File: src/rtl/acc_pkg.sv
// Shared types for the search-image memory and its window reader.
// Lane count, image geometry and request/response layouts live here.
package acc_pkg;

  localparam int SMEM_LANES = 8;
  localparam int SMEM_IMG_W = 31;
  localparam int SMEM_IMG_H = 31;
  localparam int SMEM_DEPTH = SMEM_IMG_W * SMEM_IMG_H;
  localparam int SMEM_AW    = $clog2(SMEM_DEPTH);

  typedef logic [SMEM_AW-1:0] smem_addr_t;

  typedef struct packed {
    logic                        write;
    smem_addr_t                  waddr;
    logic [7:0]                  wdata;
    smem_addr_t [SMEM_LANES-1:0] raddr;
  } smem_req_t;

  typedef struct packed {
    logic [SMEM_LANES-1:0][7:0] data;
  } smem_res_t;

  typedef enum logic [1:0] {
    WR_IDLE  = 2'd0,
    WR_READ  = 2'd1,
    WR_DRAIN = 2'd2
  } wr_state_e;

endpackage

File: src/rtl/smem_row_addr_gen.sv
// Combinational per-lane read addresses for one window row.
// With SMEM_RD_ZEROPAD_EN, lanes falling outside the image get address 0 and a pad flag.
module smem_row_addr_gen
  import acc_pkg::*;
#(
  parameter int IMG_W = SMEM_IMG_W,
  parameter int IMG_H = SMEM_IMG_H,
  parameter int WIN   = SMEM_LANES
) (
  input  logic [4:0]               org_x,
  input  logic [4:0]               org_y,
  input  logic [$clog2(WIN)-1:0]   row,
  output smem_addr_t [WIN-1:0]     raddr,
  output logic [WIN-1:0]           pad
);

  localparam smem_addr_t W_A = smem_addr_t'(IMG_W);

  logic [5:0] row_abs;
  assign row_abs = 6'(org_y) + 6'(row);

  for (genvar g = 0; g < WIN; g++) begin : g_lane
    logic [5:0] col_abs;
    logic       lane_pad;

    assign col_abs = 6'(org_x) + 6'(g);
`ifdef SMEM_RD_ZEROPAD_EN
    assign lane_pad = (int'(col_abs) >= IMG_W) || (int'(row_abs) >= IMG_H);
`else
    assign lane_pad = 1'b0;
`endif
    assign pad[g]   = lane_pad;
    assign raddr[g] = lane_pad ? '0 : smem_addr_t'(row_abs) * W_A + smem_addr_t'(col_abs);
  end

endmodule

File: src/rtl/smem_window_reader.sv
// Fetches a WIN x WIN window from the search-image memory and streams it row by row.
// Optional SMEM_RD_ZEROPAD_EN accepts out-of-range origins and zero-fills pixels off the image.
module smem_window_reader
  import acc_pkg::*;
#(
  parameter int IMG_W = SMEM_IMG_W,
  parameter int IMG_H = SMEM_IMG_H,
  parameter int WIN   = 8
) (
  input  logic                     clk_i,
  input  logic                     rst_i,
  input  logic                     start_i,
  input  logic [4:0]               org_x_i,
  input  logic [4:0]               org_y_i,
  output logic                     busy_o,
  output logic                     done_o,
  output logic                     err_o,
  output smem_req_t                mem_req_o,
  input  smem_res_t                mem_res_i,
  output logic                     row_valid_o,
  input  logic                     row_ready_i,
  output logic [$clog2(WIN)-1:0]   row_idx_o,
  output logic                     row_last_o,
  output logic [WIN*8-1:0]         row_data_o
);

  localparam int RW = $clog2(WIN);

  if (WIN != SMEM_LANES) begin : g_win_check
    $error("smem_window_reader: WIN must equal SMEM_LANES");
  end

  wr_state_e            state_q, state_d;
  logic [4:0]           org_x_q, org_y_q;
  logic [RW-1:0]        row_cnt_q;
  logic                 row_valid_q, row_last_q, done_q, err_q;
  logic [RW-1:0]        row_idx_q;
  logic [WIN*8-1:0]     row_data_q;

  logic                 range_ok, start_ok, start_bad, cap, hs, done_d;
  smem_addr_t [WIN-1:0] gen_raddr;
  logic [WIN-1:0]       gen_pad;
  logic [WIN*8-1:0]     cap_data;

`ifdef SMEM_RD_ZEROPAD_EN
  assign range_ok = 1'b1;
`else
  assign range_ok = (int'(org_x_i) + WIN <= IMG_W) && (int'(org_y_i) + WIN <= IMG_H);
`endif

  smem_row_addr_gen #(
    .IMG_W (IMG_W),
    .IMG_H (IMG_H),
    .WIN   (WIN)
  ) u_addr_gen (
    .org_x (org_x_q),
    .org_y (org_y_q),
    .row   (row_cnt_q),
    .raddr (gen_raddr),
    .pad   (gen_pad)
  );

  for (genvar g = 0; g < WIN; g++) begin : g_cap
    assign cap_data[8*g +: 8] = gen_pad[g] ? 8'h00 : mem_res_i.data[g];
  end

  assign hs = row_valid_q & row_ready_i;

  // NOTE: every output of this block gets a default first so no path leaves a latch.
  always_comb begin
    state_d   = state_q;
    start_ok  = 1'b0;
    start_bad = 1'b0;
    cap       = 1'b0;
    done_d    = 1'b0;
    case (state_q)
      WR_IDLE: begin
        if (start_i) begin
          if (range_ok) begin
            start_ok = 1'b1;
            state_d  = WR_READ;
          end else begin
            start_bad = 1'b1;
          end
        end
      end
      WR_READ: begin
        // Capture whenever the output register is free or draining this cycle.
        cap = !row_valid_q || row_ready_i;
        if (cap && (row_cnt_q == RW'(WIN - 1))) state_d = WR_DRAIN;
      end
      WR_DRAIN: begin
        if (hs) begin
          state_d = WR_IDLE;
          done_d  = 1'b1;
        end
      end
      default: state_d = WR_IDLE;
    endcase
  end

  // NOTE: sequential state uses non-blocking assignments so all registers update together.
  always_ff @(posedge clk_i or posedge rst_i) begin
    if (rst_i) begin
      state_q     <= WR_IDLE;
      org_x_q     <= '0;
      org_y_q     <= '0;
      row_cnt_q   <= '0;
      row_valid_q <= 1'b0;
      row_last_q  <= 1'b0;
      row_idx_q   <= '0;
      row_data_q  <= '0;
      done_q      <= 1'b0;
      err_q       <= 1'b0;
    end else begin
      state_q <= state_d;
      done_q  <= done_d;
      err_q   <= start_bad;
      if (start_ok) begin
        org_x_q   <= org_x_i;
        org_y_q   <= org_y_i;
        row_cnt_q <= '0;
      end
      if (cap) begin
        row_data_q  <= cap_data;
        row_idx_q   <= row_cnt_q;
        row_last_q  <= (row_cnt_q == RW'(WIN - 1));
        row_cnt_q   <= row_cnt_q + 1'b1;
        row_valid_q <= 1'b1;
      end else if (hs) begin
        row_valid_q <= 1'b0;
      end
    end
  end

  // Addresses are only presented while fetching; the write side is never used.
  always_comb begin
    mem_req_o = '0;
    if (state_q == WR_READ) mem_req_o.raddr = gen_raddr;
  end

  assign busy_o      = (state_q != WR_IDLE);
  assign done_o      = done_q;
  assign err_o       = err_q;
  assign row_valid_o = row_valid_q;
  assign row_idx_o   = row_idx_q;
  assign row_last_o  = row_last_q;
  assign row_data_o  = row_data_q;

endmodule

File: config.mk
export PLATFORM = sky130hd
export DESIGN_NAME = smem_window_reader
export DESIGN_NICKNAME = d
export VERILOG_FILES = /design/src/rtl/acc_pkg.sv /design/src/rtl/smem_row_addr_gen.sv /design/src/rtl/smem_window_reader.sv
export SDC_FILE = /design/constraint.sdc
export NUM_CORES = 1
export LEC_CHECK = 0
export BUFFER_PORTS_ARGS = -buffer_cell sky130_fd_sc_hd__buf_2
export CORE_MARGIN = 5
export CORE_UTILIZATION = 53
export CTS_CLUSTER_DIAMETER = 50
export DETAILED_ROUTE_END_ITERATION = 8
export HOLD_SLACK_MARGIN = 0.08
export MAX_ROUTING_LAYER = met4
export PLACE_DENSITY = 0.85
export REMOVE_ABC_BUFFERS = 1
export SYNTH_ARGS = -nofsm -noshare
export SYNTH_HDL_FRONTEND = slang
export SYNTH_SLANG_ARGS = --single-unit
File: constraint.sdc
create_clock -name clk_i -period 16.92 [get_ports clk_i]
set_clock_uncertainty 0.2 [all_clocks]
set_input_delay 3.384 -clock clk_i [delete_from_list [all_inputs] [get_ports clk_i]]
set_output_delay 3.384 -clock clk_i [all_outputs]
set_load 0.02 [all_outputs]
==> flow_metrics.py, run 1 <==
metrics = {
    "outcome": {
        "status": "finished clean",
    },
    "logic_synthesis": {
        "yosysTopAreaCell": "dfrtp_1",
        "syn_inst": 742,
        "synthTopCellsByArea": "dfrtp_1 35%, nand2_1 14%, ha_1 8.3%, fa_1 5.8%, xnor2_1 4.0%",
        "synthArstFlopShare_pct": 100,
        "syn_area_mm2": 0.00616,
        "ys.flop_type": "dfrtp_1",
        "yosysSeqAreaShare_pct": 34.9,
        "ys_top_cells_by_count": "224 x nand2_1, 86 x dfrtp_1, 60 x nor2_1, 41 x ha_1, 39 x inv_1",
        "synth_cell_types": 50,
        "ys_ff_latch": 86,
        "avgSynthCellArea_um2": 8.31,
        "yosysTopAreaCellShare_pct": 34.9,
        "synth_edf_count": 0,
        "ys_warn_count": 0,
        "synth_most_common_cell": "nand2_1",
    },
    "worst_setup_path": {
        "worst_setup_path_start_kind": "flip-flop",
        "path_class": "flip-flop to output pin",
        "endpoint_kind": "output pin",
        "crit_fanout": 16,
        "required_ns": 13.34,
        "cp.arrival_ns": 6.11,
    },
    "place": {
        "globalplace.congestion": 0.858,
        "io_buffer_count": 229,
        "placed_area_mm2": 0.00726,
        "hpwlAfterDp_um": 12700,
    },
    "sta": {
        "slew_violations": 0,
        "setup_tns_ns": 0,
        "max_freq_mhz": 103,
        "worstMarginPinSlew_ns": 1.06,
        "hold_viol_final": 0,
        "finalCritPeriodShare_pct": 57.3,
        "max_slew_margin_pct": 29.1,
        "setup_violations": 0,
        "grt_setup_unrepaired": "false",
        "fin_crit_ns": 9.69,
    },
    "clocking": {
        "cts_setup_buffers": 0,
        "numCtsBuffers": 9,
        "clkSinkCount": 86,
        "holdBufCountCts": 0,
        "post_cts_resized": 0,
        "cts_buffer_depth": 2,
        "clk_latency_ns": 0.33,
        "clockRootBuffer": "clkbuf_16",
        "h-tree-depth": 3,
        "path_clk_slew_ns": 0.06,
        "cts_tree": "done",
    },
    "route": {
        "routedWlPerCell_um": 14.9,
        "route.detailed.drc": 0,
        "drt_iter0_markers": 304,
        "firstDrtPassIters": 5,
        "viasPerCell": 5.06,
        "routed_wl_um": 16300,
        "vias": 5534,
        "ant_nets": 0,
    },
    "global_route": {
        "grt_pass1_vias": 5440,
        "grtUsageTotal_pct": 23.7,
        "antenna_found_initial": 1,
        "grt_start_max_net_pins": 87,
        "grt.overflow.total": 0,
        "grt_pass1_wl_um": 26600,
    },
    "floorplanning": {
        "start_util_pct": 54.0,
        "design.portCount": 249,
        "die_w_um": 118,
        "die_h_um": 118,
        "num_rows": 39,
        "die-area_mm2": 0.0139,
        "core-area_mm2": 0.0114,
    },
    "final_layout": {
        "final_layout_size_suffix_gt1_share_pct": 29.9,
        "area_growth_pct": 22.2,
        "seqCellArea_mm2": 0.00215,
        "final_nets": 1082,
        "final_cell_area_mm2": 0.00753,
        "nFillCells": 910,
        "multi_input_area_mm2": 0.00359,
    },
    "run": {
        "cap_violations": 0,
    },
    "worst_hold_path": {
        "hold_class": "flip-flop to flip-flop",
    },
}
## cells by family (layout without fill, tap and decap cells)
logic type               Yosys count  in the layout  share of synthesized area [%]
XOR/XNOR                          47             47                           6.92
buffers and inverters            100            290                           7.94
AND/OR/NAND/NOR                  344            344                           23.8
AO/OA/AOI/OAI                     77             77                           7.49
multiplexers                      26             26                           4.43
flip-flops                        86             86                           34.9
adder cells (fa/ha/maj)           61             61                           14.5
other                              1             20                         0.0608
## sequential cells by signal, indices dropped and copies added, names as in the netlist
register     count
row_data_o      64
org_x_q          5
org_y_q          5
row_cnt_q        3
row_idx_o        3
state_q          2
done_o           1
err_o            1
row_last_o       1
row_valid_o      1
## final cells by class
| type | instances | area share (%) |
|---|---|---|
| Multi-Input combinational cell | 574 | 47.7 |
| Sequential cell | 86 | 28.6 |
| Timing Repair Buffer | 233 | 15.6 |
| Clock buffer | 9 | 2.99 |
| Tap cell | 143 | 2.38 |
| Inverter | 41 | 2.06 |
| Clock inverter | 7 | 0.631 |
| Antenna cell | 1 | 0.0332 |
## stage by stage
step	worst slack (ns)	utilization [%]	hold WS (ns)	cells
CTS	7.21	65.9	0.272	1093
floorplan	7.92	-	0.259	701
finish	7.23	66.0	0.272	1094
global placement	7.70	63.5	0.253	1077
detailed placement	7.59	63.5	0.257	1077
global route	6.82	66.0	0.295	1094
## routing by layer
layer  up-vias  wire length [µm]  global-route usage [%]
met3        40              1310                    5.96
met4         0               492                    8.67
met5         -                 0                       -
li1       2700                 -                       -
met1      2551              6500                    28.6
met2       243              8010                    38.7
## layout by cell type (no fill, tap or decap), types with 7 or more instances in the layout
cell / Yosys / final
o21ai_0: 16 / 16
dfrtp_1: 86 / 86
buf_2: 1 / 229
mux2_2: 10 / 10
nand2_1: 224 / 223
nor2_1: 60 / 60
a21oi_1: 27 / 27
nor3_1: 10 / 10
o21ai_1: 9 / 9
inv_1: 39 / 38
xnor2_1: 28 / 28
nand2b_1: 7 / 7
and2_1: 10 / 9
ha_1: 41 / 41
nor2_2: 7 / 7
mux2i_1: 16 / 16
clkbuf_16: 0 / 9
a21o_1: 7 / 7
xor2_1: 17 / 17
conb_1: 1 / 19
nor2b_1: 8 / 8
fa_1: 18 / 18
## worst max-delay path, cell delays in order (launching register included)
cell,delay [ns]
dfrtp_1,0.42
ha_1,0.23
fa_1,0.40
xor2_1,0.48
fa_1,0.55
fa_1,0.52
inv_1,0.08
fa_1,0.48
inv_1,0.04
ha_1,0.33
xnor2_1,0.19
fa_1,0.91
o21ai_0,0.25
a21oi_1,0.24
o21ai_1,0.12
nor2_2,0.14
mux2i_1,0.20
buf_2,0.19
## worst paths after layout
check                                     startpoint  slack [ns]  cells after the start                         end
min reg2reg                row_data_o[8]$_DFFE_PP0P_        0.27                      2   row_data_o[8]$_DFFE_PP0P_
min                        row_data_o[8]$_DFFE_PP0P_        0.27                      2   row_data_o[8]$_DFFE_PP0P_
max reg2reg                   state_q[0]$_DFFE_PP0P_       14.04                      5      state_q[1]$_DFFE_PP0P_
max                         row_cnt_q[0]$_DFFE_PP0P_        7.23                     17               mem_req_o[59]
min in group asynchronous                      rst_i        3.18                      3  row_data_o[22]$_DFFE_PP0P_
max in group asynchronous                      rst_i       12.65                      3             err_o$_DFF_PP0_
Power of run 1 is left out: the tool's default activity adds up to more than one toggle a clock period on the data nets, which glitch-free logic cannot reach.
==> run 2, diff against run 1 <==
Settings changed: CORE_UTILIZATION 53 to 50, PLACE_DENSITY 0.85 to 0.8.
Clock period 16.92 ns to 9.3 ns, I/O delays scaled along.
==> run 2 against run 1 <==
Compared with the run above: count of clock-buffer cells in the layout stayed put; largest cell class unchanged; hold slack got worse by 0.0034 ns; cell count up 2.2%; die area up 5.5%; routed wire length about the same; critical path type unchanged; worst setup slack lost 6.2 ns; global-route usage decreased by 0.89 points; highest routed layer unchanged; sequential cell count stayed put; cell area up 0.81%; non-clock buffer count unchanged; via count fell by 1.3%.
==> flow_metrics.py, run 2 (synthesis gave the netlist of run 1 again) <==
metrics = {
    "worst_setup_path": {
        "path_common_cell": "fa_1",
        "cp.arrival_ns": 6.16,
        "crit_path_cell_trace": "ha_1 -> fa_1 -> xor2_1 -> fa_1 -> fa_1 -> inv_1 -> fa_1 -> inv_1 -> ha_1 -> xnor2_1 -> fa_1 -> o21ai_0 -> a21oi_1 -> o21ai_1 -> nor2_2 -> mux2i_1 -> buf_2",
        "crit_cells": 17,
        "required_ns": 7.24,
        "rr_worst_depth": 5,
        "slowest_delay_ns": 0.92,
        "path_class": "flip-flop to output pin",
        "crit_fanout": 16,
        "slowest_stage": "fa_1",
        "crit_family": "adder cells",
        "crit_buf_inv": 3,
        "endpoint_kind": "output pin",
        "worst_setup_path_start_kind": "flip-flop",
    },
    "floorplanning": {
        "die_w_um": 121,
        "start_util_pct": 51.1,
        "die-area_mm2": 0.0146,
        "design.portCount": 249,
        "core-area_mm2": 0.0121,
        "num_rows": 40,
        "die_h_um": 121,
    },
    "clocking": {
        "numCtsBuffers": 9,
        "post_cts_resized": 0,
        "cts_tree": "done",
        "holdBufCountCts": 0,
        "h-tree-depth": 3,
        "cts_setup_buffers": 0,
        "clk_latency_ns": 0.34,
        "cts_buffer_depth": 2,
        "clockRootBuffer": "clkbuf_16",
        "clkSinkCount": 86,
        "path_clk_slew_ns": 0.07,
    },
    "sta": {
        "fin_crit_ns": 8.22,
        "setup_violations": 0,
        "hold_viol_final": 0,
        "max_freq_mhz": 122,
        "finalCritPeriodShare_pct": 88.4,
        "setup_tns_ns": 0,
        "slew_violations": 0,
        "grt_setup_unrepaired": "false",
        "max_slew_margin_pct": 28.1,
        "worstMarginPinSlew_ns": 1.08,
    },
    "route": {
        "ant_nets": 0,
        "vias": 5461,
        "firstDrtPassIters": 5,
        "routed_wl_um": 16300,
        "routedWlPerCell_um": 14.6,
        "viasPerCell": 4.88,
        "route.detailed.drc": 0,
        "drt_iter0_markers": 413,
    },
    "final_layout": {
        "largest_register_ffs": 64,
        "final_layout_size_suffix_gt1_share_pct": 29.9,
        "most-common-layout-cells": "229 x buf_2, 223 x nand2_1, 86 x dfrtp_1, 60 x nor2_1, 41 x ha_1",
        "final_common_cell": "buf_2",
        "final_nets": 1082,
        "nFillCells": 1053,
        "area_growth_pct": 23.2,
        "seqCellArea_mm2": 0.00215,
        "num_antenna_cells": 0,
        "multi_input_area_mm2": 0.00359,
    },
    "global_route": {
        "grtUsageTotal_pct": 22.8,
        "antenna_found_initial": 0,
        "grt_start_max_net_pins": 87,
        "grt_pass1_wl_um": 26200,
        "grt.overflow.total": 0,
        "grt_pass1_vias": 5430,
    },
    "worst_hold_path": {
        "hold_class": "flip-flop to flip-flop",
        "holdPathStages": 2,
    },
    "outcome": {
        "status": "finished clean",
    },
    "place": {
        "hpwlAfterDp_um": 12600,
        "io_buffer_count": 229,
        "globalplace.congestion": 0.917,
    },
    "run": {
        "cap_violations": 0,
    },
}
run 2: per-stage QoR:
step	hold WS, ns	std cells	cell area, µm²	utilization (%)	setup WS [ns]
after floorplan	0.259	701	5900	-	1.82
after global placement	0.253	1102	7290	60.4	1.62
after detailed placement	0.256	1102	7290	60.4	1.45
after CTS	0.273	1118	7590	62.9	1.05
after global routing	0.298	1118	7590	62.9	0.631
final	0.269	1118	7590	62.9	1.08
run 2: layout make-up:
class                   instances  share of cell area, %
clock buffers                   9                   2.97
clock inverters                 7                   1.05
inverters                      41                   2.04
multi-input cells             574                   47.3
flip-flops and latches         86                   28.3
well taps                     168                   2.77
repair buffers                233                   15.5
run 2: worst min-delay path, cell delays in order (launching register included):
cell	delay, ns
dfrtp_1	0.34
nand2_1	0.05
nand2_1	0.05
run 2: worst paths after layout:
path / slack, ns / start / endpoint
worst max-delay path: 1.08 / row_cnt_q[0]$_DFFE_PP0P_ / mem_req_o[59]
worst min-delay path: 0.27 / row_data_o[42]$_DFFE_PP0P_ / row_data_o[42]$_DFFE_PP0P_
worst max register to register: 6.40 / state_q[0]$_DFFE_PP0P_ / row_data_o[38]$_DFFE_PP0P_
worst min register to register: 0.27 / row_data_o[42]$_DFFE_PP0P_ / row_data_o[42]$_DFFE_PP0P_
max in group asynchronous: 6.56 / rst_i / err_o$_DFF_PP0_
min in group asynchronous: 1.64 / rst_i / row_data_o[58]$_DFFE_PP0P_
run 2: routing by layer:
metal | vias to the layer above | share of wire, % | GRT usage (%)
met4 | 0 | 3.1 | 8.50
met1 | 2509 | 40 | 28.6
met5 | - | 0 | -
met3 | 35 | 7.4 | 4.99
met2 | 208 | 49 | 36.5
li1 | 2709 | - | -
Power of run 2 is left out for the same reason.
==> run 3, diff against run 2 <==
Settings changed: CORE_ASPECT_RATIO from default to 0.5, PLACE_DENSITY 0.8 to 0.82.
Clock period 9.3 ns to 9.1 ns, I/O delays scaled along.
==> run 3 against run 2 <==
Compared with the run above: count of clock-buffer cells in the layout unchanged; cell count decreased by 0.18%; critical endpoint is now mem_req_o[49]; routed wire length decreased by 1.4%; worst setup slack got worse by 0.32 ns; register-to-register slack improved by 0.04 ns; global-route usage decreased by 1.2 points; first-iteration DRC count decreased by 9.2%; sequential share of layout area about the same.
==> flow_metrics.py, run 3 (synthesis gave the netlist of run 1 again) <==
metrics = {
    "route": {
        "routedWlPerCell_um": 14.4,
        "firstDrtPassIters": 5,
        "ant_nets": 0,
        "viasPerCell": 4.88,
        "route.detailed.drc": 0,
        "routed_wl_um": 16100,
        "vias": 5441,
        "drt_iter0_markers": 375,
    },
    "clocking": {
        "cts_setup_buffers": 0,
        "clockRootBuffer": "clkbuf_16",
        "holdBufCountCts": 0,
        "clkSinkCount": 86,
        "cts_tree": "done",
        "cts_buffer_depth": 2,
        "path_clk_slew_ns": 0.07,
        "h-tree-depth": 3,
        "clk_latency_ns": 0.33,
        "post_cts_resized": 0,
        "numCtsBuffers": 9,
    },
    "final_layout": {
        "final_common_cell": "buf_2",
        "largest_register_ffs": 64,
        "final_core_util_pct": 63.5,
        "final_layout_size_suffix_gt1_share_pct": 29.9,
        "final_nets": 1082,
        "area_growth_pct": 23.0,
        "most-common-layout-cells": "229 x buf_2, 223 x nand2_1, 86 x dfrtp_1, 60 x nor2_1, 41 x ha_1",
    },
    "global_route": {
        "grt_pass1_vias": 5429,
        "grt_start_max_net_pins": 87,
        "grt_pass1_wl_um": 25800,
        "antenna_found_initial": 1,
        "grtUsageTotal_pct": 21.6,
        "grt.overflow.total": 0,
    },
    "worst_setup_path": {
        "path_class": "flip-flop to output pin",
        "crit_family": "adder cells",
        "slowest_stage": "fa_1",
        "path_common_cell": "fa_1",
        "slowest_delay_ns": 0.94,
        "worst_setup_path_start_kind": "flip-flop",
        "cp.arrival_ns": 6.32,
        "crit_path_cell_trace": "ha_1 -> fa_1 -> xor2_1 -> fa_1 -> fa_1 -> inv_1 -> fa_1 -> inv_1 -> ha_1 -> xnor2_1 -> fa_1 -> o21ai_0 -> a21oi_1 -> o21ai_1 -> nor2_2 -> mux2i_1 -> buf_2",
        "crit_buf_inv": 3,
        "endpoint_kind": "output pin",
        "required_ns": 7.08,
        "crit_fanout": 16,
    },
    "sta": {
        "finalCritPeriodShare_pct": 91.7,
        "hold_ws_ns": 0.270,
        "setup_violations": 0,
        "fin_crit_ns": 8.34,
        "slew_violations": 0,
        "worstMarginPinSlew_ns": 1.07,
        "max_slew_margin_pct": 28.4,
        "hold_viol_final": 0,
        "setup_tns_ns": 0,
        "grt_setup_unrepaired": "false",
        "max_freq_mhz": 120,
    },
    "floorplanning": {
        "design.portCount": 249,
        "core-area_mm2": 0.0119,
        "die_h_um": 88.5,
        "die-area_mm2": 0.0148,
        "start_util_pct": 51.6,
        "num_rows": 28,
        "die_w_um": 167,
    },
    "place": {
        "io_buffer_count": 229,
        "globalplace.congestion": 0.887,
        "hpwlAfterDp_um": 12500,
    },
    "run": {
        "cap_violations": 0,
    },
    "worst_hold_path": {
        "hold_class": "flip-flop to flip-flop",
    },
    "outcome": {
        "status": "finished clean",
    },
}
[run 3: per-stage QoR]
| stage | instances | setup slack, ns | area, µm² |
|---|---|---|---|
| after detailed placement | 1099 | 1.15 | 7280 |
| after CTS | 1115 | 0.775 | 7580 |
| after floorplan | 701 | 1.66 | 5900 |
| final | 1116 | 0.758 | 7580 |
| after global placement | 1099 | 1.42 | 7280 |
| after global routing | 1116 | 0.399 | 7580 |
[run 3: worst paths after layout]
check                                                start                         end  slack (ns)  cells after the start
worst max-delay path              row_cnt_q[0]$_DFFE_PP0P_               mem_req_o[49]        0.76                     17
worst min-delay path            row_data_o[27]$_DFFE_PP0P_  row_data_o[27]$_DFFE_PP0P_        0.27                      2
worst max register to register      state_q[0]$_DFFE_PP0P_      state_q[1]$_DFFE_PP0P_        6.44                      5
worst min register to register  row_data_o[27]$_DFFE_PP0P_  row_data_o[27]$_DFFE_PP0P_        0.27                      2
max in group asynchronous                            rst_i    row_idx_o[2]$_DFFE_PP0P_        6.39                      3
min in group asynchronous                            rst_i  row_data_o[21]$_DFFE_PP0P_        1.64                      3
[run 3: worst reg2reg max path, stage by stage, from the launching register on]
cell	delay [ns]
dfrtp_1	0.40
nor2b_1	0.86
and2_2	0.30
buf_4	0.55
nand2_1	0.17
o21ai_0	0.10
[run 3: area by class of cell]
cell class | count | area, µm²
clock buffer | 9 | 225
clock inverter | 7 | 72.6
timing repair buffer | 233 | 1180
antenna | 1 | 2.50
multi-input combinational | 574 | 3590
tap | 165 | 206
inverter | 41 | 155
sequential | 86 | 2150
fill | 1074 | 4360
[run 3: layer usage]
metal	global-route usage, %	part of all wire [%]
met1	26.3	42
met2	37.9	50
met3	4.46	7.5
met4	4.97	1.1
met5	-	0
Power of run 3 is left out for the same reason.
